## config.mk

```make
export PLATFORM = sky130hd
export DESIGN_NAME = alu_exec_unit
export DESIGN_NICKNAME = d
export VERILOG_FILES = /design/src/rtl/alu_pkg.sv /design/src/rtl/alu_comb_core.sv /design/src/rtl/alu_exec_unit.sv
export SDC_FILE = /design/constraint.sdc
export NUM_CORES = 1
export LEC_CHECK = 0
export CAP_MARGIN = 20
export CORE_UTILIZATION = 53
export DETAILED_ROUTE_END_ITERATION = 6
export GPL_TIMING_DRIVEN = 0
export PLACE_DENSITY = 0.79
export SYNTH_ARGS = -nofsm -noshare
export SYNTH_HDL_FRONTEND = slang
export SYNTH_SLANG_ARGS = --single-unit
export TNS_END_PERCENT = 30
```

## constraint.sdc

```tcl
create_clock -name clk -period 2.2 [get_ports clk]
set_clock_uncertainty 0.1 [all_clocks]
set_input_delay 0.44 -clock clk [delete_from_list [all_inputs] [get_ports clk]]
set_output_delay 0.44 -clock clk [all_outputs]
set_load 0.01 [all_outputs]
```

## src/rtl/alu_pkg.sv

```systemverilog
`default_nettype none
// ============================================================================
// Module   : alu_pkg
// Purpose  : Shared definitions for the execute-stage ALU: op-code values
//            (identical to those emitted by the ALU control decoder), the
//            execute FSM state encoding and the default datapath width.
// Ports    : none (package)
// Revision : 1.0 - initial release
// ============================================================================
package alu_pkg;

  localparam int ALU_WIDTH = 32;

  localparam logic [3:0] ALU_AND  = 4'b0000;
  localparam logic [3:0] ALU_OR   = 4'b0001;
  localparam logic [3:0] ALU_ADD  = 4'b0010;
  localparam logic [3:0] ALU_SLL  = 4'b0100;
  localparam logic [3:0] ALU_SUB  = 4'b0110;
  localparam logic [3:0] ALU_SLTU = 4'b0111;
  localparam logic [3:0] ALU_SLT  = 4'b1000;
  localparam logic [3:0] ALU_SRA  = 4'b1001;
  localparam logic [3:0] ALU_SRL  = 4'b1010;
  localparam logic [3:0] ALU_XOR  = 4'b1100;

  typedef enum logic [1:0] {
    ST_IDLE  = 2'd0,
    ST_SHIFT = 2'd1,
    ST_DONE  = 2'd2
  } state_e;

  // Shift ops go through the serial shifter; everything else is one cycle.
  function automatic logic is_shift_op(input logic [3:0] code);
    return (code == ALU_SLL) || (code == ALU_SRL) || (code == ALU_SRA);
  endfunction

endpackage
`default_nettype wire

```

## src/rtl/alu_comb_core.sv

```systemverilog
`default_nettype none
// ============================================================================
// Module   : alu_comb_core
// Purpose  : Single-cycle combinational part of the ALU: AND, OR, XOR, ADD,
//            SUB, SLT (signed) and SLTU (unsigned). Shift codes and unknown
//            codes produce 0; shifts are handled by the serial shifter.
// Ports    : alu_ctrl_i - operation code
//            op_a_i     - operand A
//            op_b_i     - operand B
//            result_o   - combinational result
// Revision : 1.0 - initial release
// ============================================================================
module alu_comb_core
  import alu_pkg::*;
#(
  parameter int WIDTH = ALU_WIDTH
) (
  input  logic [3:0]       alu_ctrl_i,
  input  logic [WIDTH-1:0] op_a_i,
  input  logic [WIDTH-1:0] op_b_i,
  output logic [WIDTH-1:0] result_o
);

  logic w_lt_signed;
  logic w_lt_unsigned;

  assign w_lt_signed   = $signed(op_a_i) < $signed(op_b_i);
  assign w_lt_unsigned = op_a_i < op_b_i;

  always_comb begin
    result_o = '0;
    case (alu_ctrl_i)
      ALU_AND:  result_o = op_a_i & op_b_i;
      ALU_OR:   result_o = op_a_i | op_b_i;
      ALU_XOR:  result_o = op_a_i ^ op_b_i;
      ALU_ADD:  result_o = op_a_i + op_b_i;
      ALU_SUB:  result_o = op_a_i - op_b_i;
      ALU_SLT:  result_o = {{(WIDTH-1){1'b0}}, w_lt_signed};
      ALU_SLTU: result_o = {{(WIDTH-1){1'b0}}, w_lt_unsigned};
      default:  result_o = '0;
    endcase
  end

endmodule
`default_nettype wire

```

## src/rtl/alu_exec_unit.sv

```systemverilog
`default_nettype none
// ============================================================================
// Module   : alu_exec_unit
// Purpose  : Execute-stage ALU with valid/ready handshake on both sides.
//            Logic/arith/compare ops finish in one cycle; shifts run through
//            a one-bit-per-cycle serial shifter. flush aborts any in-flight
//            or held operation.
// Ports    : clk, rst_n          - clock, async active-low reset
//            flush               - synchronous abort (branch redirect)
//            in_valid / in_ready - upstream handshake
//            alu_ctrl, op_a, op_b- operation and operands (sampled at accept)
//            out_valid/out_ready - downstream handshake
//            result, zero        - registered result and (result == 0)
// Revision : 1.0 - initial release
// ============================================================================
module alu_exec_unit
  import alu_pkg::*;
#(
  parameter int WIDTH   = ALU_WIDTH,
  parameter int SHAMT_W = 5
) (
  input  logic             clk,
  input  logic             rst_n,
  input  logic             flush,
  input  logic             in_valid,
  output logic             in_ready,
  input  logic [3:0]       alu_ctrl,
  input  logic [WIDTH-1:0] op_a,
  input  logic [WIDTH-1:0] op_b,
  output logic             out_valid,
  input  logic             out_ready,
  output logic [WIDTH-1:0] result,
  output logic             zero
);

  state_e             state_q;
  logic [WIDTH-1:0]   result_q;
  logic               out_valid_q;
  logic [WIDTH-1:0]   work_q;
  logic [WIDTH-1:0]   work_d;
  logic [SHAMT_W-1:0] cnt_q;
  logic [3:0]         sh_ctrl_q;

  logic               accept;
  logic [SHAMT_W-1:0] shamt;
  logic [WIDTH-1:0]   comb_result;

  alu_comb_core #(
    .WIDTH (WIDTH)
  ) u_comb_core (
    .alu_ctrl_i (alu_ctrl),
    .op_a_i     (op_a),
    .op_b_i     (op_b),
    .result_o   (comb_result)
  );

  // A held result may be replaced in the same cycle it is consumed.
  assign in_ready = !flush &&
                    ((state_q == ST_IDLE) || ((state_q == ST_DONE) && out_ready));
  assign accept   = in_valid && in_ready;
  assign shamt    = op_b[SHAMT_W-1:0];

  // One-bit step of the serial shifter for the captured shift op.
  always_comb begin
    work_d = work_q;
    case (sh_ctrl_q)
      ALU_SLL: work_d = {work_q[WIDTH-2:0], 1'b0};
      ALU_SRL: work_d = {1'b0, work_q[WIDTH-1:1]};
      ALU_SRA: work_d = {work_q[WIDTH-1], work_q[WIDTH-1:1]};
      default: work_d = work_q;
    endcase
  end

  always_ff @(posedge clk or negedge rst_n) begin
    if (!rst_n) begin
      state_q     <= ST_IDLE;
      result_q    <= '0;
      out_valid_q <= 1'b0;
      work_q      <= '0;
      cnt_q       <= '0;
      sh_ctrl_q   <= ALU_AND;
    end else if (flush) begin
      // result_q deliberately keeps its last value.
      state_q     <= ST_IDLE;
      out_valid_q <= 1'b0;
      cnt_q       <= '0;
    end else begin
      case (state_q)
        ST_IDLE, ST_DONE: begin
          if (accept) begin
            if (is_shift_op(alu_ctrl) && (shamt != '0)) begin
              work_q      <= op_a;
              cnt_q       <= shamt;
              sh_ctrl_q   <= alu_ctrl;
              state_q     <= ST_SHIFT;
              out_valid_q <= 1'b0;
            end else begin
              // Zero-distance shift degenerates to a pass-through of op_a.
              result_q    <= is_shift_op(alu_ctrl) ? op_a : comb_result;
              state_q     <= ST_DONE;
              out_valid_q <= 1'b1;
            end
          end else if ((state_q == ST_DONE) && out_ready) begin
            state_q     <= ST_IDLE;
            out_valid_q <= 1'b0;
          end
        end
        ST_SHIFT: begin
          work_q <= work_d;
          cnt_q  <= cnt_q - 1'b1;
          if (cnt_q == SHAMT_W'(1)) begin
            result_q    <= work_d;
            state_q     <= ST_DONE;
            out_valid_q <= 1'b1;
          end
        end
        default: begin
          state_q     <= ST_IDLE;
          out_valid_q <= 1'b0;
        end
      endcase
    end
  end

  assign result    = result_q;
  assign out_valid = out_valid_q;
  assign zero      = (result_q == '0);

endmodule
`default_nettype wire
```

# == Yosys cells after proc, flatten, opt, wreduce, memory -nomap -nowiden ==
# Index checks and enable logic that the tools add are counted.
# op_classes
addsub,3
magnitude_cmp,2
n_eq_ne,23
n_mux,26
n_bitwise,4
reduce_logical,20
# ops
op,n
one-hot mux 32 bit (7 select lines),1
two-way mux 32 bit,6
one-hot mux 32 bit (2 select lines),2
one-hot mux 32 bit (3 select lines),1
< comparator 32 bit,2
adder 32 bit,1
bitwise AND 32 bit,1
logical NOT 32 bit,1
OR 32 bit,1
subtractor 32 bit,1
bitwise XOR 32 bit,1
"equality test 4 bit, second input constant",6
"equality test 4 x 3 -> 1 bit, second input constant",4
two-way mux 5 bit,3
two-way mux 2 bit,5
one-hot mux 5 bit (2 select lines),1
"!= test 3 bit, second input constant",3
"!= test 2 bit, second input constant",4
AND reduction 4 bit,2
"equality test 5 x 1 -> 1 bit, second input constant",1
two-way mux 1 bit,5
AND reduction 5 bit,1
nonzero test 5 bit,1
"subtractor 5 x 1 -> 5 bit, second input constant",1
other kinds (18),23
# word_totals
ff_bits,76
input_bits,73
out_inout_bits,35
word_cells,84

# == Depth between registers and ports, before layout ==
# depth
word_depth,8
mapped_depth,13
depth_no_buf,13

# == Hierarchy ==
# A second synthesis with hierarchy kept.
# unflattened
cells_unflattened,1224
hier_area_um2,9507.9
# by_module_without_submodules
mod,instances,cells_each,area_per_inst_um2,seq_area_each_um2
alu_comb_core,1,742,4819.6,0.0
alu_exec_unit,1,482,4688.2,1876.8

# == Least setup slack after synthesis ==
# OpenSTA, ideal clock, no wires.
# synth_timing
kind,input port to flip-flop
from,input port op_a[0]
to,"register result_q[28], in the netlist result[28]"
setup_time_ps,124
arrival_ps,2869
t_required_ps,1976
path_slack_ps,-893
path_stages,11
path_buffers,0
cell_sequence,ha_1 fa_1 a21o_1 a221o_1 a41oi_2 o21ai_2 a21o_1 a311o_1 xnor2_1 o21ai_0 o31a_1
# synth_via
elab_chain_cells,6
word_cells_on_any_way,7
classes_between,add/sub (2); mux (5)
# synth_rtl
element,line,rtl
from (decl),alu_exec_unit.sv:28,"input logic [WIDTH-1:0] op_a,"
subtractor 32 bit / adder 32 bit (equally long branches),"alu_comb_core.sv:37, alu_comb_core.sv:36",
one-hot mux 32 bit (7 select lines) (*),alu_comb_core.sv:32,case (alu_ctrl_i)
two-way mux 32 bit (*),alu_exec_unit.sv:99,result_q <= is_shift_op(alu_ctrl) ? op_a : comb_result;
two-way mux 32 bit (*),alu_exec_unit.sv:91,if (is_shift_op(alu_ctrl) && (shamt != '0)) begin
two-way mux 32 bit (*),alu_exec_unit.sv:90,if (accept) begin
one-hot mux 32 bit (2 select lines) (*),alu_exec_unit.sv:88,case (state_q)
to (signal assigned),alu_exec_unit.sv:99,
to (signal assigned),alu_exec_unit.sv:112,result_q <= work_d;
to (decl),alu_exec_unit.sv:37,logic [WIDTH-1:0] result_q;
# Every way passes the cells marked *; elsewhere a longest branch is shown, timed or not. The select of a mux whose other input is x is not followed.
# A chain may end at the register's enable or synchronous reset.

# == Final worst setup path ==
# layout_timing
from,input port op_a[0]
to,"register result_q[12], in the netlist result[12]"
# Same word-level chain as after synthesis.

==> impl_metrics.yaml <==
synthesis:
  syn_inst: 1304
  synth_ff_type: "dfrtp_1"
  synth_area_um2: 9308
  seq_area_frac_synth: 0.2016
  synth_edf_count: 0
  synth_top_area_frac: 0.2016
  yosysMostFrequentCell: "a21oi_1"
  synth_warnings: 0
  synth_nets: 1480
  synth_top_area_cell: "dfrtp_1"
  synthTopCellsByArea: "dfrtp_1 (20%), ha_1 (14%), a21oi_1 (9.6%)"
  yosys-top-cells-count: "a21oi_1 (178), nand2_1 (149), o21ai_0 (109)"
  synth_cell_types: 83
  avgSynthCellArea_um2: 7.138
  ys_seq_elements: 75
  synthArstFlopShare: 1.000
critical_path:
  cpMostUsedCell: "a21o_1"
  cp_top_family: "compound AO/OA/AOI/OAI gates"
  critPathBufInv: 2
  cpMaxStageDelayCell: "a221o_1"
  reg2reg_slack_ns: -0.57
  worstPathArrival_ns: 3.25
  path_cells: "buf_12, ha_4, fa_2, a21o_1, a221o_1, buf_6, a41o_2, a21o_1, a21oi_2, o221ai_1, a221oi_2, o22ai_1"
  cp-start-kind: "input pin"
  max_stage_delay_ns: 0.45
  worst-path-max-fanout: 3
  crit_required_ns: 2.30
  critPathKind: "in -> reg"
  endpoint_kind: "flip-flop"
placed_design:
  port_buffers: 104
  place_congestion: 1.018
  dp_hpwl_um: 30060
timing:
  min_period_over_period: 1.431
  fin_ws_ns: -0.9490
  whs_ns: 0.3216
  finalCriticalPeriod_ns: 3.149
  fmax_mhz: 317.6
  slew_headroom: 0.4565
  hold_viol: 0
  finalSetupViolations: 44
  finalMaxSlewViolations: 0
  worst_pin_slew_ns: 0.8152
  rsz0062_at_grt: "true"
route:
  dr.pass1.iters: 7
  drtAntennaViolNets: 0
  avgViaCountPerCell: 7.034
  drc_errors: 3
  drt_iter0_markers: 1811
  wirelength_um: 43890
  routedWlPerCell_um: 25.11
  via_count: 12295
grt:
  grt_pass1_vias: 11543
  met2_usage: 0.7415
  grt.busiest_layer: "met2"
  gr-total-overflow: 0
  antenna_found_initial: 0
  track_usage: 0.4685
  grtUsageMet1: 0.5771
  grt_max_degree: 57
  met3_usage: 0.09835
  grt_pass1_wl_um: 64440
power_and_ir_drop:
  clkPwrFrac: 0.203
  power.leakage_uw: 0.005673
  total_power_uw: 8049
  p_switching_uw: 3502
  p_per_area_nw_per_um2: 602.9
  irDropWorstVdd_v: 0.0004901
  p_comb_frac: 0.506
  sw_frac_of_total: 0.4351
  seqPwrFrac: 0.290
  internal_power_uw: 4547
final_layout:
  multi_input_area_um2: 8024
  area_growth_pct: 43.45
  antenna_cells: 0
  drive_gt1_frac: 0.2882
  seq_area_um2: 1877
  fin_nets: 1694
  fillers: 1257
clocking:
  cts_buffers: 9
  cts_max_path_buffers: 2
  path_clk_slew_ns: 0.06
  cts.sink_count: 75
  insertion_delay_ns: 0.35
  htree_levels: 3
  root_buffer: "clkbuf_16"
  cts_tree: "built"
floorplanning:
  chipHeight_um: 134.5
  ios: 108
  start_util: 0.5400
  die-area_um2: 18100
  fp-row-count: 48
  core_um2: 17240
  die_width_um: 134.5
status:
  violations: "design-rule violations, negative setup slack"
  status: "finished, violations left"
job:
  maxCapViolations: 0
min_path:
  hold_path.class: "in -> reg"
[layer usage]
| metal | vias up | wire length [um] | part of all wire |
|---|---|---|---|
| met5 | - | 0 | 0 |
| li1 | 5205 | - | - |
| met3 | 314 | 5283 | 0.12 |
| met1 | 5721 | 15840 | 0.36 |
| met4 | 0 | 3748 | 0.085 |
| met2 | 1055 | 19020 | 0.43 |
[logic make-up after synthesis]
logic type / after synthesis / share of synthesized area
and+or+nand+nor: 383 / 0.1878
DFF: 75 / 0.2016
muxes: 13 / 0.01452
xor gates and xnor gates: 7 / 0.006587
adders and majority gates: 103 / 0.1401
AOI/OAI and AO/OA: 541 / 0.3736
buffers and inverters: 182 / 0.07582
[registers in the layout (all words and copies together) (netlist names)]
register / count
cnt_q: 5
result: 32
sh_ctrl_q: 4
state_q: 2
work_q: 32
[worst reg2reg max path, stage by stage, from the launching register on]
cell	delay (ns)
dfrtp_1	0.44
nor4_4	0.51
clkbuf_2	0.36
clkbuf_1	0.50
a22oi_1	0.22
a21oi_1	0.32
a21oi_1	0.08
a31oi_1	0.16
[metrics by stage]
stage	instances	setup slack [ns]	cell area, um^2	util	TNS (ns)
final	1748	-0.9490	13350	0.7746	-26.34
after global routing	1748	-0.9958	13350	0.7746	-30.15
after CTS	1731	-0.8173	12990	0.7538	-23.70
after detailed placement	1636	-2.124	10900	0.6326	-111.30
after global placement	1633	-2.142	10870	0.6306	-266.49
after floorplan	1304	-0.7443	9547	-	-22.63
[power groups by stage]
stage	registers (uW)	logic (uW)	clock network, uW
2_1_floorplan	2210	1890	0
3_3_place_gp	2290	3070	0
3_5_place_dp	2290	3130	0
4_1_cts	2280	3720	1620
5_1_grt	2370	4310	1690
6_report	2340	4070	1640
[cell type report]
type                            instances  share of cell area
Clock buffer                           10             0.01715
Buffer                                 82             0.04695
Clock inverter                          6            0.006747
Timing Repair Buffer                  205              0.1364
Sequential cell                        75              0.1406
Inverter                               98             0.03018
Tap cell                              225             0.02109
Multi-Input combinational cell       1047              0.6010
[placed cells by master (no fill, tap or decap), drive strengths merged, types with 11 or more instances in the layout]
cell / netlist / routed
a21o: 21 / 21
nand3: 11 / 11
a21oi: 178 / 178
ha: 101 / 101
o31ai: 11 / 11
nand2b: 13 / 13
clkdlybuf4s50: 0 / 49
o21bai: 13 / 13
a211oi: 24 / 24
o21ai: 113 / 113
nor3: 28 / 28
nor2b: 14 / 14
buf: 19 / 144
a221oi: 16 / 16
clkbuf: 65 / 75
o221ai: 11 / 11
nor4: 20 / 20
nor2: 104 / 104
dlygate4sd2: 0 / 17
a31oi: 27 / 27
inv: 98 / 96
nand2: 149 / 149
a22oi: 35 / 35
dfrtp: 75 / 75
o211ai: 15 / 15
o22ai: 11 / 11
[what timing repair did]
item | 4_1_cts | 5_1_grt
gates cloned | 0 | 0
hold endpoints to repair | 19 | 0
buffers inserted | 80 | 17
hold buffers | 1 | 0
setup endpoints to repair | 77 | 73
resized for setup | 447 | 116
pin swaps | 110 | 57
[final timing paths]
| path | start | end | cells after the start |
|---|---|---|---|
| worst min register to register | result[11] | result[11] | 2 |
| worst max register to register | sh_ctrl_q[0] | result[2] | 7 |
| min in group asynchronous | rst_n | work_q[6] | 2 |
| max in group asynchronous | rst_n | result[25] | 3 |
| worst max-delay path | op_a[0] | result[12] | 12 |
| worst min-delay path | op_b[0] | cnt_q[0] | 3 |
(Power assumes the default switching activity.)
